[config.mk]
export PLATFORM = sky130hd
export DESIGN_NAME = capture_fifo
export DESIGN_NICKNAME = d
export VERILOG_FILES = /design/src/rtl/capture_fifo.sv
export SDC_FILE = /design/constraint.sdc
export NUM_CORES = 1
export LEC_CHECK = 0
export BUFFER_PORTS_ARGS = -buffer_cell sky130_fd_sc_hd__buf_4
export CAP_MARGIN = 10
export CORE_ASPECT_RATIO = 1.4
export CORE_MARGIN = 2
export CORE_UTILIZATION = 54
export DETAILED_ROUTE_END_ITERATION = 8
export PLACE_DENSITY = 0.77
export SYNTH_ARGS = -nofsm -noshare
export SYNTH_HDL_FRONTEND = slang
export SYNTH_SLANG_ARGS = --single-unit
export TNS_END_PERCENT = 5
[constraint.sdc]
create_clock -name clk -period 2.9 [get_ports clk]
set_input_delay 0.29 -clock clk [delete_from_list [all_inputs] [get_ports clk]]
set_output_delay 0.29 -clock clk [all_outputs]
set_load 0.02 [all_outputs]
[src/rtl/capture_fifo.sv]
// capture_fifo: small show-ahead synchronous FIFO that buffers producer words
// ahead of the variable-width pipeline register bank.
// Optional feature macro: CAPTURE_FIFO_ERR_FLAGS_EN builds sticky
// overflow/underflow flags; when undefined the flags are tied to 0.
module capture_fifo #(
    parameter int Width     = 8,
    parameter int AddrWidth = 2
) (
    input  logic                 clk,
    input  logic                 reset_n,
    input  logic [Width-1:0]     in_data,
    input  logic                 in_valid,
    output logic                 in_ready,
    output logic [Width-1:0]     out_data,
    output logic                 out_valid,
    input  logic                 out_ready,
    output logic [AddrWidth:0]   count,
    output logic                 overflow_err,
    output logic                 underflow_err,
    input  logic                 err_clr
);

    localparam int Depth = 1 << AddrWidth;

    localparam logic [AddrWidth:0]   CNT_FULL = {1'b1, {AddrWidth{1'b0}}};
    localparam logic [AddrWidth:0]   CNT_ONE  = {{AddrWidth{1'b0}}, 1'b1};
    localparam logic [AddrWidth-1:0] PTR_ONE  = {{(AddrWidth-1){1'b0}}, 1'b1};

    logic [Width-1:0]     r_mem [Depth];
    logic [AddrWidth-1:0] r_wr_ptr;
    logic [AddrWidth-1:0] r_rd_ptr;
    logic [AddrWidth:0]   r_count;

    logic w_in_ready;
    logic w_out_valid;
    logic w_wr;
    logic w_rd;

    // Flags decode only from the registered count, so ready/valid never
    // depend combinationally on the other side's handshake inputs.
    assign w_in_ready  = (r_count != CNT_FULL);
    assign w_out_valid = (r_count != '0);
    assign w_wr        = in_valid  && w_in_ready;
    assign w_rd        = out_ready && w_out_valid;

    assign in_ready  = w_in_ready;
    assign out_valid = w_out_valid;
    assign count     = r_count;
    // Show-ahead head word, forced to zero when empty so stale storage
    // (including words from before a reset) is never visible.
    assign out_data  = w_out_valid ? r_mem[r_rd_ptr] : '0;

    // Storage array: written on an accepted word, intentionally not reset.
    always_ff @(posedge clk) begin
        if (w_wr) begin
            r_mem[r_wr_ptr] <= in_data;
        end
    end

    // Pointers advance on their handshake and wrap naturally at Depth.
    always_ff @(posedge clk or negedge reset_n) begin
        if (!reset_n) begin
            r_wr_ptr <= '0;
            r_rd_ptr <= '0;
        end else begin
            if (w_wr) begin
                r_wr_ptr <= r_wr_ptr + PTR_ONE;
            end
            if (w_rd) begin
                r_rd_ptr <= r_rd_ptr + PTR_ONE;
            end
        end
    end

    // Occupancy: +1 write-only, -1 read-only, hold on both or neither.
    always_ff @(posedge clk or negedge reset_n) begin
        if (!reset_n) begin
            r_count <= '0;
        end else begin
            unique case ({w_wr, w_rd})
                2'b10:   r_count <= r_count + CNT_ONE;
                2'b01:   r_count <= r_count - CNT_ONE;
                default: r_count <= r_count;
            endcase
        end
    end

`ifdef CAPTURE_FIFO_ERR_FLAGS_EN
    logic r_overflow_err;
    logic r_underflow_err;

    // Sticky error flags; a new error in the clear cycle keeps the flag set.
    always_ff @(posedge clk or negedge reset_n) begin
        if (!reset_n) begin
            r_overflow_err  <= 1'b0;
            r_underflow_err <= 1'b0;
        end else begin
            if (in_valid && !w_in_ready) begin
                r_overflow_err <= 1'b1;
            end else if (err_clr) begin
                r_overflow_err <= 1'b0;
            end
            if (out_ready && !w_out_valid) begin
                r_underflow_err <= 1'b1;
            end else if (err_clr) begin
                r_underflow_err <= 1'b0;
            end
        end
    end

    assign overflow_err  = r_overflow_err;
    assign underflow_err = r_underflow_err;
`else
    // Feature disabled: ports kept for a uniform instantiation.
    logic w_unused_err_clr;
    assign w_unused_err_clr = err_clr;
    assign overflow_err     = 1'b0;
    assign underflow_err    = 1'b0;
`endif

endmodule

# ---- Word level (Yosys, flattened, before mapping)
# Memory sizes are Yosys's and may differ from the RTL's.
# Index checks and enable logic that the tools add are counted.
dict set report word_totals {
  mem_bits_ro 0
  n_memories 1
  register_bits 7
  inputBits 13
  latch_bits 0
  ram_bits 32
}
# memory words word_bits read_ports rd_ports_with_merged_regs wr line
set memory_table {}
lappend memory_table {r_mem 4 8 1 0 1 29} ;# logic [Width-1:0] r_mem [Depth];
dict set report classes {
  muxes 4
  shifts 0
  order_cmp 0
  n_reduce_logical 4
  multipliers 0
  n_bitwise 0
  div 0
  n_addsub 4
  eq_ne 3
}
# op n
set op_table {}
lappend op_table {{2-to-1 mux 8 bit} 1}
lappend op_table {{case mux 3 bit (2 select lines)} 1}
lappend op_table {{adder 2 x 1 -> 2 bit, second input constant} 2}
lappend op_table {{adder 3 x 1 -> 3 bit, second input constant} 1}
lappend op_table {{!= test 3 bit, second input constant} 1}
lappend op_table {{nonzero test 3 bit} 1}
lappend op_table {{subtractor 3 x 1 -> 3 bit, second input constant} 1}
lappend op_table {{== test 2 x 1 -> 1 bit, second input constant} 1}
lappend op_table {{== test 2 bit, second input constant} 1}
lappend op_table {{logical AND 1 bit} 2}
lappend op_table {{2-to-1 mux 1 bit} 2}
lappend op_table {{nonzero test 2 bit} 1}

# ---- Longest topological paths before layout
# Gate-level depths: netlist of the first run.
dict set report depth {
  ltp_word 4
  mapped_depth 9
  ltp_nobuf 9
}

# ---- Least setup slack after synthesis of the first run
# Ideal clock, no wire load.
dict set report synth_timing {
  path_type {flip-flop to flip-flop}
  start {reg r_count[0], in the netlist count[0]}
  end {reg r_count[2], in the netlist count[2]}
  setup_time_ns 0.080
  path_buffers 0
  setup_slack_ns 0.673
  required_time_ns 2.820
  stages_incl_launch_ff 10
  arrival_ns 2.147
  cell_sequence {dfrtp_1 or3b_4 and2_4 inv_1 ha_1 inv_1 fa_1 xor2_1 nor2_1 xor2_1}
}
dict set report synth_via {
  elab_chain_len 4
  elab_cells_between_ends 10
  classes_between {add/sub: 2; eq/ne: 3; mux: 1; reduce/logical: 4}
}
# item line
set synth_rtl {}
lappend synth_rtl {{from (decl)} 32} ;# logic [AddrWidth:0] r_count;
lappend synth_rtl {{from (signal assigned)} 81} ;# 2'b10: r_count <= r_count + CNT_ONE;
lappend synth_rtl {{from (signal assigned)} 82} ;# 2'b01: r_count <= r_count - CNT_ONE;
lappend synth_rtl {{from (signal assigned)} 83} ;# default: r_count <= r_count;
lappend synth_rtl {{!= test 3 bit (*)} 41} ;# assign w_in_ready = (r_count != CNT_FULL);
lappend synth_rtl {{net in_ready} 13} ;# output logic in_ready,
lappend synth_rtl {{logical AND 1 bit (*)} 43} ;# assign w_wr = in_valid && w_in_ready;
lappend synth_rtl {{== test 2 x 1 -> 1 bit / == test 2 bit (equally long branches)} 80} ;# unique case ({w_wr, w_rd})
lappend synth_rtl {{case mux 3 bit (2 select lines) / nonzero test 2 bit (equally long branches)} -}
# Mark *: on every way through the listed nets, which the timed path passes. The rest lies on a longest branch.
# A chain may end at the register's enable or synchronous reset.

# ---- Worst setup path in the final report of the first run
dict set report layout_timing {
  start {reg r_count[0], in the netlist count[0]}
  end {reg r_count[2], in the netlist count[2]}
}
dict set report layout_via {
  elab_chain_len 4
  elab_cells_between_ends 10
  classes_between {add/sub: 2; eq/ne: 3; mux: 1; reduce/logical: 4}
}
# item line
set layout_rtl {}
lappend layout_rtl {{!= test 3 bit / nonzero test 3 bit (equally long branches)} {41, 42}}
lappend layout_rtl {{logical AND 1 bit, on equally long branches} {43, 44}}
lappend layout_rtl {{== test 2 x 1 -> 1 bit / == test 2 bit (equally long branches)} 80}
lappend layout_rtl {{case mux 3 bit (2 select lines) / nonzero test 2 bit (equally long branches)} -}
# Several ways; a longest one is shown, not always the timed one.

==> flow_summary.json, run 1 <==
{
  "grt_pass1_wl_um": 4200,
  "grt_max_degree": 12,
  "area_growth_pct": 18.2,
  "grt-ovfl-total": 0,
  "ys_seq_area_frac": 0.687,
  "dp_hpwl_um": 1790,
  "clock_latency_ns": 0.29,
  "rsz0062_at_grt": "no",
  "combPwrFrac": 0.404,
  "status": "finished, final reports clean",
  "vias": 836,
  "cts_made_buffers": 5,
  "synth_top_area_cell": "edfxtp_1",
  "start_util": 0.569,
  "port_buffers": 24,
  "fin_crit_sh": 0.764,
  "syn_avg_cell_area_um2": 18.2,
  "cp_max_fo": 6,
  "setup_viol": 0,
  "drt_wl_total_um": 2480,
  "cp.arrival_ns": 2.43,
  "clkTransAtPathRegs_ns": 0.07,
  "tritoncts": "yes",
  "std_cell_rows": 23,
  "vdd.ir_drop.worst_v": 0.000633,
  "diodes": 0,
  "pre_cts_ws_ns": 0.688,
  "holdBufCountCts": 1,
  "drt_iter0_drc": 6,
  "min-delay-path-class": "primary input to flip-flop",
  "hold_slack_ns": 0.203,
  "final_common_cell": "edfxtp_1",
  "leakagePower_uw": 0.000762,
  "fin_setup_tns_ns": 0,
  "cts.sinks": 39,
  "vias_per_cell": 5.32,
  "first_pass_iters": 4,
  "cts_root_buffer": "clkbuf_8",
  "ctsLongestPathBuffers": 2,
  "layout-drive-gt1-share": 0.383,
  "cts_setup_buffers": 0,
  "fin_nets": 138,
  "cp-end-kind": "flip-flop",
  "yosysTopAreaCellShare": 0.581,
  "p_per_area_mw_per_mm2": 1060,
  "drv_cap": 0,
  "cts_resized": 0,
  "p_sw_uw": 686,
  "worst_pin_slew_ns": 0.578,
  "antenna_found_initial": 0,
  "post-route-drc-count": 0,
  "fin_skew_ns": 0.00238,
  "layout_common_cells": "edfxtp_1, buf_4, and2_1, mux4_2, dfrtp_1",
  "grt_usage": 0.174,
  "dieArea_mm2": 0.00353,
  "slew_headroom": 0.614,
  "ys_ff_latch": 39,
  "seq_power_share": 0.424,
  "path_class": "flip-flop to flip-flop",
  "fmax_mhz": 451,
  "hold_viol": 0,
  "syn_area_mm2": 0.00165,
  "coreArea_mm2": 0.00291,
  "io_pins": 28,
  "dieHeight_um": 69.5,
  "wl_per_cell_um": 15.8,
  "first_global_vias": 897,
  "postRouteAntennaNets": 0,
  "synth_cells": 91,
  "fin_crit_ns": 2.22,
  "p_sw_frac": 0.331,
  "slew_viol_final": 0,
  "die_w_um": 50.8,
  "synth_warnings": 0,
  "power.internal_uw": 1390,
  "power_frac_clock": 0.172,
  "gp_congestion": 0.692,
  "htree_levels": 2,
  "crit_path_start_kind": "flip-flop",
  "yosysUniqueCellTypes": 21,
  "crit_required_ns": 3.11,
  "synth_area_leaders": "edfxtp_1, mux4_2, dfrtp_1",
  "setup_slack_ns": 0.685
}
==> metal layers <==
| metal | GRT usage | up-vias | part of all wire |
|---|---|---|---|
| met4 | 0.0991 | 0 | 0.026 |
| met3 | 0.0560 | 7 | 0.056 |
| met2 | 0.310 | 23 | 0.56 |
| li1 | - | 383 | - |
| met1 | 0.170 | 423 | 0.36 |
| met5 | 0 | - | 0 |
==> worst max-delay path, stage by stage (launching register included) <==
cell and delay (ns):
dfrtp_1 0.43, or3b_4 0.44, and2_4 0.19, inv_1 0.06
ha_1 0.19, inv_1 0.06, fa_1 0.37, xor2_1 0.15
nor2_1 0.11, xor2_1 0.15
==> cell usage after synthesis <==
master / n
clkbuf_1: 1
nor2_1: 1
or3b_4: 1
buf_4: 2
and2_1: 9
dfrtp_1: 7
fa_1: 1
xnor2_1: 3
edfxtp_1: 32
nand3_1: 1
buf_2: 2
mux2_4: 1
xor2_1: 3
and2_4: 1
and3_2: 4
conb_1: 1
mux2i_1: 1
inv_1: 6
or3_2: 1
mux4_2: 8
ha_1: 5
==> per-stage QoR <==
stage	power, uW	instances	utilization	instance area (um^2)
global placement	1710	148	0.638	1860
floorplan	1450	92	-	1660
finish	2070	157	0.673	1960
detailed placement	1740	148	0.638	1860
CTS	2100	157	0.673	1960
global route	2200	157	0.673	1960
==> sequential cells by signal, indices dropped and copies added, names as in the netlist <==
| signal | cells |
|---|---|
| r_mem | 32 |
| count | 3 |
| r_rd_ptr | 2 |
| r_wr_ptr | 2 |
==> cell families after synthesis <==
| logic type | count (synthesis) | synth area share |
|---|---|---|
| adder cells (fa/ha/maj) | 6 | 0.0499 |
| flip-flops | 39 | 0.687 |
| AND/OR/NAND/NOR | 18 | 0.0741 |
| other | 1 | 0.00227 |
| multiplexers | 10 | 0.124 |
| buffers and inverters | 11 | 0.0310 |
| XOR/XNOR | 6 | 0.0318 |
==> power by group through the flow <==
stage / combinational (uW) / clock [uW] / sequential (uW)
after floorplan: 609 / 0 / 841
after global placement: 822 / 0 / 887
after detailed placement: 847 / 0 / 896
after CTS: 852 / 363 / 885
after global routing: 919 / 384 / 901
final: 837 / 356 / 879
==> path summary, 6_finish.rpt <==
| path | from | to | slack (ns) | depth (start not counted) |
|---|---|---|---|---|
| max in group asynchronous | reset_n | r_rd_ptr[0] | 2.44 | 2 |
| setup reg to reg | count[0] | count[2] | 0.68 | 9 |
| setup / recovery | count[0] | count[2] | 0.68 | 9 |
| min in group asynchronous | reset_n | count[2] | 0.34 | 2 |
| hold / removal | in_data[2] | r_mem[2][2] | 0.20 | 1 |
| hold reg to reg | count[2] | count[2] | 0.52 | 1 |
==> final cells by class <==
type | count | area, um^2
tap | 37 | 46.3
multi-input combinational | 42 | 470
clock inverter | 1 | 3.75
clock buffer | 7 | 86.3
fill | 221 | 951
sequential | 39 | 1140
timing repair buffer | 25 | 190
inverter | 6 | 22.5
No activity file was read; power rests on OpenSTA's default activity.
==> run 2, diff against run 1 <==
==> constraint.sdc (replaced) <==
create_clock -name clk -period 2.3 [get_ports clk]
set_input_delay 0.23 -clock clk [delete_from_list [all_inputs] [get_ports clk]]
set_output_delay 0.23 -clock clk [all_outputs]
set_load 0.02 [all_outputs]
==> flow_summary.json, run 2 (same netlist as run 1, synthesis figures left out) <==
{
  "slowest_stage": "dfrtp_2",
  "drv_cap": 0,
  "worst-path-stages": 9,
  "vias_per_cell": 5.32,
  "fin_skew_ns": 0.00403,
  "htree_levels": 2,
  "min-delay-path-class": "primary input to flip-flop",
  "power_uw": 2690,
  "drt_wl_total_um": 2720,
  "first_global_vias": 868,
  "fin_setup_tns_ns": 0,
  "path_class": "flip-flop to flip-flop",
  "drt_iter0_drc": 27,
  "setup_viol": 0,
  "grt_usage": 0.178,
  "fin_crit_sh": 0.933,
  "layout_common_cells": "edfxtp_1, buf_4, and2_1, mux4_2",
  "port_buffers": 24,
  "post-route-drc-count": 0,
  "power_frac_clock": 0.155,
  "seq_power_share": 0.401,
  "cts_root_buffer": "clkbuf_8",
  "p_per_area_mw_per_mm2": 1340,
  "layout-drive-gt1-share": 0.433,
  "antenna_found_initial": 0,
  "slew_viol_final": 0,
  "vdd.ir_drop.worst_v": 0.000799,
  "final_common_cell": "edfxtp_1",
  "start_util": 0.569,
  "io_pins": 28,
  "fin_nets": 145,
  "diodes": 0,
  "status": "finished, final reports clean",
  "reg2reg_to": "count[2]",
  "grt-ovfl-total": 0,
  "power.internal_uw": 1790,
  "grt_pass1_wl_um": 4260,
  "cp-end-kind": "flip-flop",
  "largest_reg_flops": 32,
  "combPwrFrac": 0.444,
  "rsz0062_at_grt": "no",
  "first_pass_iters": 4,
  "die_w_um": 50.8,
  "crit_required_ns": 2.51,
  "ff2ff_path_depth": 9,
  "critPathBufInv": 2,
  "gp_congestion": 0.680,
  "hold_viol": 0,
  "postRouteAntennaNets": 0,
  "wl_per_cell_um": 16.6,
  "crit_end": "count[2]",
  "crit_path_start_kind": "flip-flop",
  "dieHeight_um": 69.5,
  "leakagePower_uw": 0.000787,
  "p_sw_frac": 0.334,
  "cp_max_fo": 5,
  "coreArea_mm2": 0.00291,
  "cts.sinks": 39,
  "clock_latency_ns": 0.28,
  "fmax_mhz": 466,
  "cts_made_buffers": 5,
  "r2r_setup_slack_ns": 0.16,
  "vias": 872,
  "clkTransAtPathRegs_ns": 0.07,
  "crit_start": "count[0]",
  "grt_max_degree": 12,
  "dieArea_mm2": 0.00353,
  "r2r-start": "count[0]",
  "max_stage_delay_ns": 0.43,
  "cp.arrival_ns": 2.35,
  "dp_hpwl_um": 1860,
  "tritoncts": "yes",
  "crit_chain": "or3b_4, and2_4, inv_1, ha_2, inv_1, fa_2, xor2_1, nor2_1, xor2_1",
  "ctsLongestPathBuffers": 2,
  "std_cell_rows": 23,
  "fin_crit_ns": 2.14,
  "p_sw_uw": 899,
  "critPathTopFamily": "simple AND/OR/NAND/NOR gates",
  "regMostFlops": "r_mem",
  "area_growth_pct": 21.2
}
-- run 2: per-layer routing --
layer  vias up  global-route usage  part of all wire
met5         -                   0                 0
met4         0               0.117             0.029
met3         6              0.0582             0.045
met2        22               0.304              0.57
met1       447               0.179              0.36
li1        397                   -                 -
-- run 2: how the worst min path moves through the flow --
stage / slack [ns] / to / from / cells past startpoint
2_1_floorplan: -0.07 / count[0] / reset_n / 0
3_3_place_gp: 0.05 / r_wr_ptr[1] / reset_n / 1
3_5_place_dp: 0.05 / count[2] / reset_n / 1
4_1_cts: 0.13 / r_mem[2][3] / in_data[3] / 1
5_1_grt: 0.13 / r_mem[2][6] / in_data[6] / 1
6_report: 0.15 / r_mem[3][7] / in_data[7] / 1
-- run 2: final cells by class --
class / count / area, um^2
Inverter: 6 / 22.5
Timing Repair Buffer: 32 / 243
Clock buffer: 6 / 72.6
Clock inverter: 2 / 7.51
Tap cell: 37 / 46.3
Multi-Input combinational cell: 42 / 475
Sequential cell: 39 / 1140
Fill cell: 212 / 902
-- run 2: repair_timing --
action | CTS | global route
hold buffers | 1 | 0
setup buffers | 0 | 5
resized for setup | 0 | 3
hold endpoints to repair | 7 | 0
endpoints found under the setup margin | 0 | 1
-- run 2: metrics by stage --
stage	util	setup WS (ns)	hold WS (ns)	cell area (um^2)	std cells
global route	0.690	0.0266	0.134	2000	164
CTS	0.675	0.0428	0.132	1960	159
detailed placement	0.644	0.102	0.0506	1870	150
floorplan	-	0.0730	-0.0656	1660	92
global placement	0.644	0.139	0.0454	1870	150
finish	0.690	0.155	0.145	2000	164
-- run 2: power groups by stage --
stage	registers, uW	logic [uW]	clock network [uW]
detailed placement	1100	1130	0
CTS	1090	1130	431
finish	1080	1190	417
global placement	1090	1100	0
global route	1100	1310	457
floorplan	1060	768	0
==> run 3, diff against run 2 <==
--- a/config.mk
+++ b/config.mk
@@ -6,12 +6,12 @@
 export NUM_CORES = 1
 export LEC_CHECK = 0
 export BUFFER_PORTS_ARGS = -buffer_cell sky130_fd_sc_hd__buf_4
-export CAP_MARGIN = 10
+export CAP_MARGIN = 20
 export CORE_ASPECT_RATIO = 1.4
 export CORE_MARGIN = 2
-export CORE_UTILIZATION = 54
+export CORE_UTILIZATION = 49
 export DETAILED_ROUTE_END_ITERATION = 8
-export PLACE_DENSITY = 0.77
+export PLACE_DENSITY_LB_ADDON = 0.2
 export SYNTH_ARGS = -nofsm -noshare
 export SYNTH_HDL_FRONTEND = slang
 export SYNTH_SLANG_ARGS = --single-unit
==> constraint.sdc (replaced) <==
create_clock -name clk -period 1.8 [get_ports clk]
set_input_delay 0.18 -clock clk [delete_from_list [all_inputs] [get_ports clk]]
set_output_delay 0.18 -clock clk [all_outputs]
set_load 0.02 [all_outputs]
==> flow_summary.json, run 3 (same netlist as run 1, synthesis figures left out) <==
{
  "status": "finished, violations left",
  "violations": "negative setup slack",
  "wl_per_cell_um": 16.3,
  "fin_nets": 150,
  "p_per_area_mw_per_mm2": 1730,
  "fin_skew_ns": 0.00415,
  "start_util": 0.499,
  "drv_cap": 0,
  "r2r_setup_slack_ns": -0.18,
  "crit_required_ns": 2.01,
  "cp.arrival_ns": 2.20,
  "hold_viol": 0,
  "whs_endpoint": "r_mem[2][6]",
  "layout_common_cells": "buf_4, edfxtp_1, mux4_2, and2_1, clkbuf_8",
  "cp-end-kind": "flip-flop",
  "ctsLongestPathBuffers": 2,
  "largest_reg_flops": 32,
  "vias": 871,
  "leakagePower_uw": 0.000820,
  "reg2reg_to": "count[2]",
  "htree_levels": 2,
  "min-delay-path-class": "primary input to flip-flop",
  "vdd.ir_drop.worst_v": 0.00101,
  "cts_made_buffers": 5,
  "slew_viol_final": 0,
  "port_buffers": 24,
  "cp_max_fo": 3,
  "setup_slack_ns": -0.184,
  "coreArea_mm2": 0.00332,
  "ff2ff_path_depth": 9,
  "placed_cells": 161,
  "postPlaceCellArea_mm2": 0.00197,
  "final_util": 0.627,
  "rsz0062_at_grt": "yes",
  "layout-drive-gt1-share": 0.500,
  "area_growth_pct": 25.7,
  "first_global_vias": 898,
  "fin_crit_ns": 1.98,
  "power_uw": 3600,
  "gp_congestion": 0.739,
  "r2r-start": "count[1]",
  "postRouteAntennaNets": 0,
  "grt-ovfl-total": 0,
  "crit_path_start_kind": "flip-flop",
  "tritoncts": "yes",
  "setup_viol": 10,
  "grt_usage": 0.168,
  "multi_input_area_um2": 490,
  "drt_iter0_drc": 14,
  "cts_root_buffer": "clkbuf_8",
  "std_cell_rows": 25,
  "hold_depth": 1,
  "fillCellCount": 263,
  "antenna_found_initial": 0,
  "clkTransAtPathRegs_ns": 0.07,
  "final_cell_count_no_fill": 172,
  "fin_crit_sh": 1.10,
  "grt_pass1_wl_um": 4420,
  "diodes": 0,
  "regMostFlops": "r_mem",
  "stdcell_area_mm2": 0.00208,
  "cts.sinks": 39,
  "regArea_mm2": 0.00114,
  "hp-start": "in_data[6]",
  "first_pass_iters": 4,
  "dieHeight_um": 72.7,
  "grt_max_degree": 12,
  "dieArea_mm2": 0.00386,
  "fmax_mhz": 504,
  "vias_per_cell": 5.06,
  "final_common_cell": "buf_4",
  "post-route-drc-count": 0,
  "die_w_um": 53.1,
  "drt_wl_total_um": 2800,
  "io_pins": 28,
  "clock_latency_ns": 0.29,
  "path_class": "flip-flop to flip-flop",
  "fin_setup_tns_ns": -0.566
}
-- run 3: power by group --
part | switching, uW | internal, uW | leakage (uW)
clock network | 275 | 264 | 0.0000403
logic | 782 | 913 | 0.000408
registers | 134 | 1230 | 0.000372
-- run 3: stage by stage --
stage                     hold WS [ns]  setup slack [ns]
after global routing            0.0797            -0.284
after CTS                       0.0864            -0.192
after floorplan                 -0.116            -0.306
after detailed placement       0.00270            -0.197
final                           0.0920            -0.184
after global placement        -0.00247            -0.169
-- run 3: worst max path at each step --
| stage | start | endpoint | slack (ns) |
|---|---|---|---|
| finish | count[1] | count[2] | -0.18 |
| global route | count[1] | count[2] | -0.28 |
| CTS | count[1] | count[2] | -0.19 |
| detailed placement | count[1] | count[2] | -0.20 |
| global placement | count[1] | count[2] | -0.17 |
| floorplan | count[1] | count[2] | -0.31 |
-- run 3: layer usage --
metal | track usage | wire (um)
met1 | 0.200 | 1140
met2 | 0.282 | 1500
met3 | 0.0512 | 126
met4 | 0.0684 | 31
met5 | 0 | 0
-- run 3: worst max-delay path, cell delays in order (launching register included) --
cell	delay [ns]
dfrtp_2	0.41
or3b_4	0.39
and2_4	0.15
inv_2	0.05
ha_4	0.13
inv_2	0.04
fa_2	0.32
xor2_1	0.14
nor2_1	0.12
xor2_1	0.14
-- run 3: final cells by class --
class,instances,share of cell area
timing repair buffer,37,0.143
tap,40,0.0241
clock buffer,6,0.0349
inverter,6,0.0108
multi-input combinational,42,0.236
sequential,39,0.548
clock inverter,2,0.00361
-- run 3: what timing repair did --
item,in CTS,in global routing
pin swaps,3,3
resized for setup,2,1
endpoints found under the hold margin,7,0
buffers inserted,1,1
hold buffers,1,0
endpoints found under the setup margin,10,10
